File: src/rtl/pipe_skid_chain_pkg.sv
// Shared types and constants for the pipe_skid_chain pipeline register chain.
package pipe_skid_chain_pkg;

    // Occupancy of one two-entry skid slice.
    typedef enum logic [1:0] {
        EMPTY = 2'd0,
        ONE   = 2'd1,
        TWO   = 2'd2
    } skid_state_t;

    // Width of the optional stall counter.
    localparam int PIPE_PERF_W = 32;

endpackage

File: src/rtl/pipe_skid_chain_slice.sv
// pipe_skid_slice: one two-entry skid buffer slice with a valid/ready handshake.
// The main register drives the output directly and the skid register catches
// the one extra beat that arrives while downstream stalls. in_ready depends
// only on the slice state register, so out_ready never reaches in_ready
// combinationally.
module pipe_skid_slice
    import pipe_skid_chain_pkg::*;
#(
    parameter type T    = logic,
    parameter T    INIT = '0
) (
    input  logic clk,
    input  logic reset,
    input  logic flush,
    input  logic in_valid,
    output logic in_ready,
    input  T     in_data,
    output logic out_valid,
    input  logic out_ready,
    output T     out_data
);

    skid_state_t state;
    T            main_data;
    T            skid_data;
    logic        in_xfer;
    logic        out_xfer;

    assign in_ready  = (state != TWO);
    assign out_valid = (state != EMPTY);
    assign out_data  = main_data;
    assign in_xfer   = in_valid & in_ready;
    assign out_xfer  = out_valid & out_ready;

    // Occupancy state machine moving payloads between input, main and skid.
    always_ff @(posedge clk) begin
        if (reset || flush) begin
            state     <= EMPTY;
            main_data <= INIT;
            skid_data <= INIT;
        end else begin
            case (state)
                EMPTY: begin
                    if (in_xfer) begin
                        main_data <= in_data;
                        state     <= ONE;
                    end
                end
                ONE: begin
                    if (in_xfer && out_xfer) begin
                        main_data <= in_data;
                    end else if (in_xfer) begin
                        skid_data <= in_data;
                        state     <= TWO;
                    end else if (out_xfer) begin
                        state <= EMPTY;
                    end
                end
                TWO: begin
                    if (out_xfer) begin
                        main_data <= skid_data;
                        state     <= ONE;
                    end
                end
                default: begin
                    state <= EMPTY;
                end
            endcase
        end
    end

endmodule

File: src/rtl/pipe_skid_chain.sv
// pipe_skid_chain: DEPTH cascaded two-entry skid slices giving a valid/ready
// pipeline with full throughput, registered ready, and 2*DEPTH capacity.
// DEPTH = 0 degenerates to a combinational pass-through.
// Optional feature: define PIPE_SKID_PERF_EN to add the saturating stall_cnt
// output counting cycles with out_valid & ~out_ready.
module pipe_skid_chain
    import pipe_skid_chain_pkg::*;
#(
    parameter type T     = logic,
    parameter T    INIT  = '0,
    parameter int  DEPTH = 1
) (
    input  logic clk,
    input  logic reset,
    input  logic flush,
    input  logic in_valid,
    output logic in_ready,
    input  T     in_data,
    output logic out_valid,
    input  logic out_ready,
    output T     out_data
`ifdef PIPE_SKID_PERF_EN
    ,
    output logic [PIPE_PERF_W-1:0] stall_cnt
`endif
);

    generate
        if (DEPTH == 0) begin : g_bypass
            assign out_valid = in_valid;
            assign out_data  = in_data;
            assign in_ready  = out_ready;

            // Control inputs have no state to act on in pass-through mode.
            logic unused_ctrl;
            assign unused_ctrl = clk ^ reset ^ flush;
        end else begin : g_chain
            logic vld [DEPTH+1];
            logic rdy [DEPTH+1];
            T     dat [DEPTH+1];

            assign vld[0]     = in_valid;
            assign dat[0]     = in_data;
            assign in_ready   = rdy[0];
            assign out_valid  = vld[DEPTH];
            assign out_data   = dat[DEPTH];
            assign rdy[DEPTH] = out_ready;

            for (genvar i = 0; i < DEPTH; i++) begin : g_slice
                pipe_skid_slice #(
                    .T    (T),
                    .INIT (INIT)
                ) u_slice (
                    .clk       (clk),
                    .reset     (reset),
                    .flush     (flush),
                    .in_valid  (vld[i]),
                    .in_ready  (rdy[i]),
                    .in_data   (dat[i]),
                    .out_valid (vld[i+1]),
                    .out_ready (rdy[i+1]),
                    .out_data  (dat[i+1])
                );
            end
        end
    endgenerate

`ifdef PIPE_SKID_PERF_EN
    function automatic logic [PIPE_PERF_W-1:0] sat_inc(input logic [PIPE_PERF_W-1:0] v);
        return (v == '1) ? v : v + PIPE_PERF_W'(1);
    endfunction

    // Count cycles where a valid payload is held off by downstream; flush does not clear it.
    always_ff @(posedge clk) begin
        if (reset) begin
            stall_cnt <= '0;
        end else if (out_valid && !out_ready) begin
            stall_cnt <= sat_inc(stall_cnt);
        end
    end
`endif

endmodule

File: config.mk
export PLATFORM = sky130hd
export DESIGN_NAME = pipe_skid_chain
export DESIGN_NICKNAME = d
export VERILOG_FILES = /design/src/rtl/pipe_skid_chain_pkg.sv /design/src/rtl/pipe_skid_chain_slice.sv /design/src/rtl/pipe_skid_chain.sv
export SDC_FILE = /design/constraint.sdc
export NUM_CORES = 1
export LEC_CHECK = 0
export ABC_AREA = 1
export CAP_MARGIN = 40
export CORE_AREA = 8 8 45 47
export DETAILED_ROUTE_END_ITERATION = 6
export DIE_AREA = 0 0 53 55
export PLACE_DENSITY = 0.44
export SYNTH_ARGS = -nofsm -noshare
export SYNTH_HDL_FRONTEND = slang
export SYNTH_SLANG_ARGS = --single-unit
File: constraint.sdc
create_clock -name clk -period 1.2 [get_ports clk]
set_clock_uncertainty 0.2 [all_clocks]
set_input_delay 0.12 -clock clk [delete_from_list [all_inputs] [get_ports clk]]
set_output_delay 0.12 -clock clk [all_outputs]
set_load 0.01 [all_outputs]
==> flow_metrics.env, run 1 <==
export IMPL_yosys_cell_types_count=14
export IMPL_leakagePower_nw=0.1919
export IMPL_drive_gt1_frac=0.4118
export IMPL_critPathLaunchType="register"
export IMPL_pwr_share_clk=0.430
export IMPL_routedWlPerCell_um=9.373
export IMPL_worst_path_max_fanout=4
export IMPL_nFillCells=158
export IMPL_routed_wirelength_um=628
export IMPL_clk_path_buf_depth=2
export IMPL_h_tree_depth=1
export IMPL_fin_nets=59
export IMPL_ioPinCount=9
export IMPL_vias=267
export IMPL_yosysMostFrequentCell="nand2_1"
export IMPL_cellPowerDensity_nw_per_um2=925.0
export IMPL_slew_violations=0
export IMPL_ant_nets=0
export IMPL_synth_edf_count=0
export IMPL_power_switching_mw=0.08889
export IMPL_cts_sinks=4
export IMPL_synth_top_area_frac=0.3404
export IMPL_crit_path_end_kind="register"
export IMPL_die_area_um2=2915
export IMPL_hold_viol_final=0
export IMPL_grt_ovfl_total=0
export IMPL_comb_power_share=0.195
export IMPL_ys_seq_elements=4
export IMPL_route_detailed_drc=0
export IMPL_worstPathRequired_ps=1120
export IMPL_async_flop_share=0
export IMPL_synth_warnings=0
export IMPL_tritoncts="done"
export IMPL_synth_area_leader_cell="dfxtp_1"
export IMPL_place_gp_congestion=0.7180
export IMPL_setup_viol=0
export IMPL_core_um2=1384
export IMPL_slew_headroom=0.8714
export IMPL_drt_iter0_markers=5
export IMPL_max_freq_mhz=846.6
export IMPL_synth_main_ff_cell="dfxtp_1"
export IMPL_worst_slew_pin_slew_ps=192.2
export IMPL_die_y_um=55
export IMPL_multi_input_area_um2=146.4
export IMPL_clk_pin_slew_ps=40
export IMPL_grt_max_degree=5
export IMPL_ir_worst_vdd_v=0.0003030
export IMPL_numCtsBuffers=3
export IMPL_synth_seq_area_share=0.3404
export IMPL_crit_type="register to register"
export IMPL_final_area_um2=406.6
export IMPL_synth_area_um2=235.2
export IMPL_period_needed_ps=1181
export IMPL_period_share=0.9843
export IMPL_status="finished, final reports clean"
export IMPL_dr_pass1_iters=2
export IMPL_synthCells=35
export IMPL_postSynthAreaPerCell_um2=6.721
export IMPL_synth_area_leaders="dfxtp_1 (34%), nand2_1 (13%), nor2_1 (9.6%)"
export IMPL_die_w_um=53
export IMPL_grt_pass1_vias=263
export IMPL_internal_power_mw=0.2873
export IMPL_pwr_share_seq=0.375
export IMPL_cp_arrival_ps=1100
export IMPL_cts_root_buffer="clkbuf_4"
export IMPL_grt_total_usage=0.04752
export IMPL_synthTopCellsByCount="nand2_1 (8), nor2_1 (6), dfxtp_1 (4), inv_1 (4)"
export IMPL_mappedNetlistNets=41
export IMPL_cap_violations=0
export IMPL_fin_tns_setup_ps=0
export IMPL_post_cts_setup_buffers=0
export IMPL_dp_hpwl_um=474.5
export IMPL_placement_cell_area_um2=372.9
export IMPL_syn2layout_area_growth_pct=72.87
export IMPL_initial_utilization=0.1700
export IMPL_diodes=0
export IMPL_rsz0062_at_grt="yes"
export IMPL_clkLatencyLatePin_ps=230
export IMPL_regArea_um2=82.58
export IMPL_rows=14
export IMPL_grt_pass1_wl_um=986
export IMPL_antenna_found_initial=0
export IMPL_vias_per_cell=3.985
export IMPL_port_buffers=8
export IMPL_hold_class="register to register"
export IMPL_swShare=0.2363
## stage by stage
stage / hold slack (ps) / total power [mW] / instances / util / setup WS [ps]
finish: 266.9 / 0.3762 / 67 / 0.2939 / 18.81
floorplan: 71.73 / 0.1714 / 35 / - / 111.0
global route: 280.2 / 0.4003 / 67 / 0.2939 / -12.68
detailed placement: 268.9 / 0.2134 / 64 / 0.2694 / -154.2
CTS: 261.5 / 0.3797 / 67 / 0.2902 / -48.32
global placement: 270.3 / 0.2140 / 64 / 0.2694 / -155.5
## placed cells by master (no fill, tap or decap)
cell type        Yosys  routed
nor2_8               1       1
a211oi_1             1       1
nor2_2               1       2
buf_6                0       1
o211ai_1             1       1
dfxtp_1              4       2
inv_2                2       1
nand2_2              2       2
nand3_1              1       1
inv_1                4       4
a21oi_1              1       1
nand2_1              8       7
buf_2                0       1
nand2_4              0       1
buf_4                0       4
dfxtp_2              0       2
dlygate4sd2_1        0       1
nor2_1               6       5
clkdlybuf4s50_1      0       5
inv_4                0       1
clkbuf_2             0       1
o21ai_1              2       1
nand4_1              1       1
clkbuf_4             0       3
o21ai_2              0       1
## final cells by class
| type | instances | area share |
|---|---|---|
| clock buffers | 3 | 0.05538 |
| inverters | 6 | 0.06154 |
| multi-input cells | 25 | 0.3600 |
| flip-flops and latches | 4 | 0.2031 |
| well taps | 16 | 0.04923 |
| repair buffers | 13 | 0.2708 |
## cells by family after synthesis
group                  Yosys count  synth area share
AOI/OAI and AO/OA                5            0.1277
buffers and inverters            6           0.09574
and+or+nand+nor                 20            0.4362
DFF                              4            0.3404
## sequential cells by signal, summed over array words and instances, names as in the netlist
name / cells
g_chain.g_slice.u_slice.out_data: 1
g_chain.g_slice.u_slice.state: 2
g_chain.g_slice.u_slice.skid_data: 1
## routing by layer
layer	GRT usage	routed length (µm)	up-vias
met1	0.04249	245	120
met4	0.03879	0	0
met3	0.02941	47	0
met5	0	0	-
met2	0.07617	335	4
li1	-	-	143
## path summary, 6_finish.rpt
kind,start,endpoint,slack (ps),cells after the start
max,g_chain.g_slice[0].u_slice.state[1]$_SDFFE_PP0P_,g_chain.g_slice[0].u_slice.out_data$_SDFFE_PP0P_,20,5
min,g_chain.g_slice[0].u_slice.state[0]$_SDFFE_PP0P_,g_chain.g_slice[0].u_slice.state[1]$_SDFFE_PP0P_,270,1
max reg2reg,g_chain.g_slice[0].u_slice.state[1]$_SDFFE_PP0P_,g_chain.g_slice[0].u_slice.out_data$_SDFFE_PP0P_,20,5
min reg2reg,g_chain.g_slice[0].u_slice.state[0]$_SDFFE_PP0P_,g_chain.g_slice[0].u_slice.state[1]$_SDFFE_PP0P_,270,1
## worst max-delay path: stages, from the launching register on
cell	delay (ps)
dfxtp_2	330
buf_6	130
o21ai_2	170
nand2_2	80
nor2_2	120
nor2_2	40
## power by group through the flow
| stage | sequential (mW) | combinational, mW | clock, mW |
|---|---|---|---|
| after detailed placement | 0.143 | 0.0709 | 0 |
| after global placement | 0.143 | 0.0713 | 0 |
| final | 0.141 | 0.0733 | 0.162 |
| after global routing | 0.142 | 0.0810 | 0.178 |
| after floorplan | 0.144 | 0.0278 | 0 |
| after CTS | 0.141 | 0.0698 | 0.169 |
## what timing repair did
action / CTS / global route
endpoints found under the setup margin: 4 / 4
gates resized for setup: 12 / 4
pin swaps: 2 / 0
cloned: 0 / 0
hold endpoints to repair: 0 / 0
hold buffers: 0 / 0
(Power assumes the default switching activity.)
==> run 2, diff against run 1 <==
--- a/config.mk
+++ b/config.mk
@@ -7,9 +7,9 @@
 export LEC_CHECK = 0
 export ABC_AREA = 1
 export CAP_MARGIN = 40
-export CORE_AREA = 8 8 45 47
+export CORE_AREA = 2 2 39 41
 export DETAILED_ROUTE_END_ITERATION = 6
-export DIE_AREA = 0 0 53 55
+export DIE_AREA = 0 0 41 43
 export PLACE_DENSITY = 0.44
 export SYNTH_ARGS = -nofsm -noshare
 export SYNTH_HDL_FRONTEND = slang
==> flow_metrics.env, run 2 (same netlist as run 1, synthesis figures left out) <==
export IMPL_status="finished, final reports clean"
export IMPL_vias_per_cell=4.136
export IMPL_clk_path_buf_depth=2
export IMPL_worst_slew_pin_slew_ps=194.5
export IMPL_core_um2=1384
export IMPL_fin_nets=58
export IMPL_final_cells=66
export IMPL_cp_arrival_ps=1090
export IMPL_period_share=0.9654
export IMPL_multi_input_area_um2=153.9
export IMPL_grt_ovfl_total=0
export IMPL_holdBufCountCts=0
export IMPL_slew_headroom=0.8699
export IMPL_nFillCells=159
export IMPL_cts_root_buffer="clkbuf_4"
export IMPL_worstPathRequired_ps=1130
export IMPL_place_ws_ps=-130.7
export IMPL_final_cell_mix="nand2_1 (6), clkdlybuf4s50_1 (5), nand2_2 (4), inv_1 (4), nor2_1 (4)"
export IMPL_antenna_found_initial=0
export IMPL_ioPinCount=9
export IMPL_maxUsedRoutingLayer="met4"
export IMPL_dp_cells=63
export IMPL_initial_utilization=0.1700
export IMPL_critPathLaunchType="register"
export IMPL_syn2layout_area_growth_pct=73.40
export IMPL_fin_hold_ws_ps=288.9
export IMPL_ant_nets=0
export IMPL_final_util=0.2948
export IMPL_grt_total_usage=0.07823
export IMPL_grt_pass1_vias=236
export IMPL_rsz0062_at_grt="yes"
export IMPL_rows=14
export IMPL_port_buffers=8
export IMPL_cap_violations=0
export IMPL_period_needed_ps=1158
export IMPL_routed_wl_met2_um=295
export IMPL_leakagePower_nw=0.1879
export IMPL_clk_pin_slew_ps=40
export IMPL_hold_class="register to register"
export IMPL_die_w_um=41
export IMPL_slew_violations=0
export IMPL_largest_reg_flops=2
export IMPL_setup_viol=0
export IMPL_die_area_um2=1763
export IMPL_r2r_end="g_chain.g_slice[0].u_slice.out_data$_SDFFE_PP0P_"
export IMPL_drive_gt1_frac=0.4400
export IMPL_place_gp_congestion=0.6970
export IMPL_routedWlPerCell_um=8.773
export IMPL_max_freq_mhz=863.2
export IMPL_regArea_um2=82.58
export IMPL_r2r_start="g_chain.g_slice[0].u_slice.state[1]$_SDFFE_PP0P_"
export IMPL_tritoncts="done"
export IMPL_vias=273
export IMPL_regMostFlops="g_chain.g_slice.u_slice.state"
export IMPL_drt_iter0_markers=4
export IMPL_cts_sinks=4
export IMPL_die_y_um=43
export IMPL_numCtsBuffers=3
export IMPL_grt_max_degree=5
export IMPL_dp_hpwl_um=436.3
export IMPL_h_tree_depth=1
export IMPL_cellPowerDensity_nw_per_um2=927.3
export IMPL_grt_pass1_wl_um=855
export IMPL_fin_ws_ps=41.54
export IMPL_layout_commonest_cell="nand2_1"
export IMPL_diodes=0
export IMPL_cts_repair_resize_count=10
export IMPL_worst_path_max_fanout=4
export IMPL_post_cts_setup_buffers=0
export IMPL_wl_met1_um=234
export IMPL_wl_met3_um=37
export IMPL_route_detailed_drc=0
export IMPL_dr_pass1_iters=2
export IMPL_clkLatencyLatePin_ps=230
export IMPL_routed_wirelength_um=579
export IMPL_rr_worst_depth=8
export IMPL_hold_path_end="g_chain.g_slice[0].u_slice.skid_data$_SDFFE_PP0P_"
export IMPL_hold_viol_final=0
export IMPL_hold_depth=2
export IMPL_crit_path_end_kind="register"
export IMPL_ir_worst_vdd_v=0.0002349
export IMPL_holdCritStartpoint="g_chain.g_slice[0].u_slice.skid_data$_SDFFE_PP0P_"
export IMPL_crit_type="register to register"
export IMPL_reg2reg_slack_ps=40
## run 2: changes by cell type in the layout (fill, tap and decap cells not counted)
cell and change:
buf_4 -2, buf_6 +1, inv_2 +1, clkbuf_2 -1
nor2_1 -1, o21ai_2 -1, nand2_4 -1, inv_4 -1
buf_2 +1, nand2_2 +2, o21ai_4 +1, nor2_2 +1
nand2_1 -1
## run 2: area by class of cell
class	instances	share of cell area
Clock buffer	3	0.05521
Inverter	6	0.05521
Multi-Input combinational cell	25	0.3773
Sequential cell	4	0.2025
Tap cell	16	0.04908
Timing Repair Buffer	12	0.2607
## run 2: routing by layer
metal | GRT usage | vias up
li1 | - | 140
met1 | 0.08333 | 124
met2 | 0.09688 | 7
met3 | 0.03141 | 2
met4 | 0.1000 | 0
met5 | 0 | -
## run 2: per-stage QoR
stage | power, mW | cell area, µm² | setup TNS [ps]
4_1_cts | 0.3799 | 377.9 | 0
2_1_floorplan | 0.1714 | 235.2 | 0
5_1_grt | 0.4022 | 407.9 | -14.51
3_5_place_dp | 0.2125 | 365.4 | -573.1
3_3_place_gp | 0.2134 | 365.4 | -617.5
6_report | 0.3782 | 407.9 | 0
## run 2: worst max path at each step
stage,start,end,depth (start not counted)
2_1_floorplan,g_chain.g_slice[0].u_slice.state[1]$_SDFFE_PP0P_,g_chain.g_slice[0].u_slice.out_data$_SDFFE_PP0P_,5
3_3_place_gp,in_valid,g_chain.g_slice[0].u_slice.out_data$_SDFFE_PP0P_,6
3_5_place_dp,in_valid,g_chain.g_slice[0].u_slice.out_data$_SDFFE_PP0P_,6
4_1_cts,g_chain.g_slice[0].u_slice.state[1]$_SDFFE_PP0P_,g_chain.g_slice[0].u_slice.out_data$_SDFFE_PP0P_,7
5_1_grt,g_chain.g_slice[0].u_slice.state[1]$_SDFFE_PP0P_,g_chain.g_slice[0].u_slice.out_data$_SDFFE_PP0P_,8
6_report,g_chain.g_slice[0].u_slice.state[1]$_SDFFE_PP0P_,g_chain.g_slice[0].u_slice.out_data$_SDFFE_PP0P_,8
## run 2: worst max-delay path, cell delays in order (launching register included)
cell and delay (ps):
dfxtp_2 350, buf_6 120, inv_2 50, nand2_2 80
nand2_2 60, nand2_2 60, nand2_1 50, nand2_1 60
nor2_2 30
## run 2: power by group
group | leakage (nW) | switching [mW] | total (mW) | internal, mW
combinational | 0.141 | 0.0367 | 0.0756 | 0.0389
clock | 0.0138 | 0.0502 | 0.162 | 0.112
sequential | 0.0334 | 0.00289 | 0.141 | 0.138
total | 0.188 | 0.0898 | 0.378 | 0.288
==> run 3, diff against run 2 <==
--- a/config.mk
+++ b/config.mk
@@ -10,7 +10,7 @@
 export CORE_AREA = 2 2 39 41
 export DETAILED_ROUTE_END_ITERATION = 6
 export DIE_AREA = 0 0 41 43
-export PLACE_DENSITY = 0.44
+export PLACE_DENSITY_LB_ADDON = 0.05
 export SYNTH_ARGS = -nofsm -noshare
 export SYNTH_HDL_FRONTEND = slang
 export SYNTH_SLANG_ARGS = --single-unit
==> flow_metrics.env, run 3 (same netlist as run 1, synthesis figures left out) <==
export IMPL_status="finished, final reports clean"
export IMPL_slew_violations=0
export IMPL_placement_cell_area_um2=365.4
export IMPL_routed_wirelength_um=588
export IMPL_grt_max_degree=5
export IMPL_die_y_um=43
export IMPL_hold_viol_final=0
export IMPL_post_cts_setup_buffers=0
export IMPL_clk_pin_slew_ps=40
export IMPL_port_buffers=8
export IMPL_cp_arrival_ps=1080
export IMPL_comb_power_share=0.188
export IMPL_clk_path_buf_depth=2
export IMPL_holdBufCountCts=0
export IMPL_fin_tns_setup_ps=0
export IMPL_setup_viol=0
export IMPL_clkLatencyLatePin_ps=230
export IMPL_largest_reg_flops=2
export IMPL_grt_total_usage=0.08826
export IMPL_nFillCells=156
export IMPL_worstPathRequired_ps=1130
export IMPL_critPathLaunchType="register"
export IMPL_rsz0062_at_grt="yes"
export IMPL_h_tree_depth=1
export IMPL_layout_commonest_cell="nand2_1"
export IMPL_critPathLaunch="g_chain.g_slice[0].u_slice.state[1]$_SDFFE_PP0P_"
export IMPL_cts_sinks=4
export IMPL_period_share=0.9617
export IMPL_vias=264
export IMPL_place_gp_congestion=0.7112
export IMPL_grt_pass1_wl_um=986
export IMPL_pwr_share_clk=0.437
export IMPL_worst_slew_pin_slew_ps=190.2
export IMPL_cpMostUsedCell="nand2_1"
export IMPL_pwr_share_seq=0.375
export IMPL_cap_violations=0
export IMPL_core_um2=1384
export IMPL_crit_path_end_kind="register"
export IMPL_rows=14
export IMPL_fin_nets=58
export IMPL_dp_hpwl_um=469.7
export IMPL_route_detailed_drc=0
export IMPL_leakagePower_nw=0.1845
export IMPL_diodes=0
export IMPL_period_needed_ps=1154
export IMPL_slowest_delay_ps=350
export IMPL_holdCritStartpoint="g_chain.g_slice[0].u_slice.skid_data$_SDFFE_PP0P_"
export IMPL_cts_root_buffer="clkbuf_4"
export IMPL_numCtsBuffers=3
export IMPL_final_area_um2=391.6
export IMPL_final_cell_mix="nand2_1 (7), nor2_1 (5), clkdlybuf4s50_1 (5), inv_1 (4)"
export IMPL_power_switching_mw=0.08910
export IMPL_max_freq_mhz=866.5
export IMPL_routedWlPerCell_um=8.909
export IMPL_syn2layout_area_growth_pct=66.49
export IMPL_hold_class="register to register"
export IMPL_dr_pass1_iters=3
export IMPL_slew_headroom=0.8728
export IMPL_tritoncts="done"
export IMPL_drive_gt1_frac=0.4000
export IMPL_ir_worst_vdd_v=0.0006478
export IMPL_internal_power_mw=0.2862
export IMPL_die_w_um=41
export IMPL_cts_repair_resize_count=13
export IMPL_drt_iter0_markers=5
export IMPL_grt_ovfl_total=0
export IMPL_antenna_found_initial=0
export IMPL_path_cells="buf_6 -> inv_2 -> nand2_2 -> nand2_1 -> nand2_2 -> nand2_1 -> nand2_1 -> nor2_2"
export IMPL_crit_type="register to register"
export IMPL_initial_utilization=0.1700
export IMPL_ioPinCount=9
export IMPL_vias_per_cell=4.000
export IMPL_regMostFlops="g_chain.g_slice.u_slice.state"
export IMPL_critPathSlowestCell="dfxtp_2"
export IMPL_grt_pass1_vias=276
export IMPL_r2r_start="g_chain.g_slice[0].u_slice.state[1]$_SDFFE_PP0P_"
export IMPL_die_area_um2=1763
export IMPL_worst_path_max_fanout=4
export IMPL_ant_nets=0
export IMPL_swShare=0.2374
export IMPL_cellPowerDensity_nw_per_um2=958.3
==> run 3: final cells by class <==
| type | count | area (µm²) | area share |
|---|---|---|---|
| Clock buffer | 3 | 22.52 | 0.05751 |
| Inverter | 6 | 22.52 | 0.05751 |
| Multi-Input combinational cell | 25 | 141.4 | 0.3610 |
| Sequential cell | 4 | 82.58 | 0.2109 |
| Tap cell | 16 | 20.02 | 0.05112 |
| Timing Repair Buffer | 12 | 102.6 | 0.2620 |
==> run 3: critical path, delay by kind of cell (launching register included) <==
family	cells	cell delay [ps]
buffers and inverters	2	160
flip-flops	1	350
AND/OR/NAND/NOR	6	340
==> run 3: power groups by stage <==
stage          Sequential [mW]  Clock (mW)  Combinational [mW]
3_3_place_gp             0.142           0              0.0709
4_1_cts                  0.141       0.173              0.0692
5_1_grt                  0.141       0.194              0.0776
6_report                 0.141       0.164              0.0705
2_1_floorplan            0.144           0              0.0278
3_5_place_dp             0.142           0              0.0707
==> run 3: path summary, 6_finish.rpt <==
path / to / slack [ps] / cells past startpoint
worst max register to register: g_chain.g_slice[0].u_slice.out_data$_SDFFE_PP0P_ / 50 / 8
worst max-delay path: g_chain.g_slice[0].u_slice.out_data$_SDFFE_PP0P_ / 50 / 8
worst min-delay path: g_chain.g_slice[0].u_slice.skid_data$_SDFFE_PP0P_ / 300 / 2
worst min register to register: g_chain.g_slice[0].u_slice.skid_data$_SDFFE_PP0P_ / 300 / 2
==> run 3: routing by layer <==
metal	vias up	track usage	part of all wire
met5	-	0	0
met4	0	0.02000	0
met3	0	0.07853	0.037
met2	5	0.1406	0.54
met1	118	0.08013	0.42
li1	141	-	-
==> run 3: through the flow <==
stage	hold slack, ps	std cells	util	setup WS (ps)	power, mW
2_1_floorplan	71.73	35	-	111.0	0.1714
3_3_place_gp	295.0	63	0.2640	-153.9	0.2133
3_5_place_dp	299.0	63	0.2640	-139.1	0.2130
4_1_cts	307.0	66	0.2794	21.42	0.3835
5_1_grt	333.8	66	0.2830	-1.682	0.4128
6_report	303.2	66	0.2830	45.93	0.3753
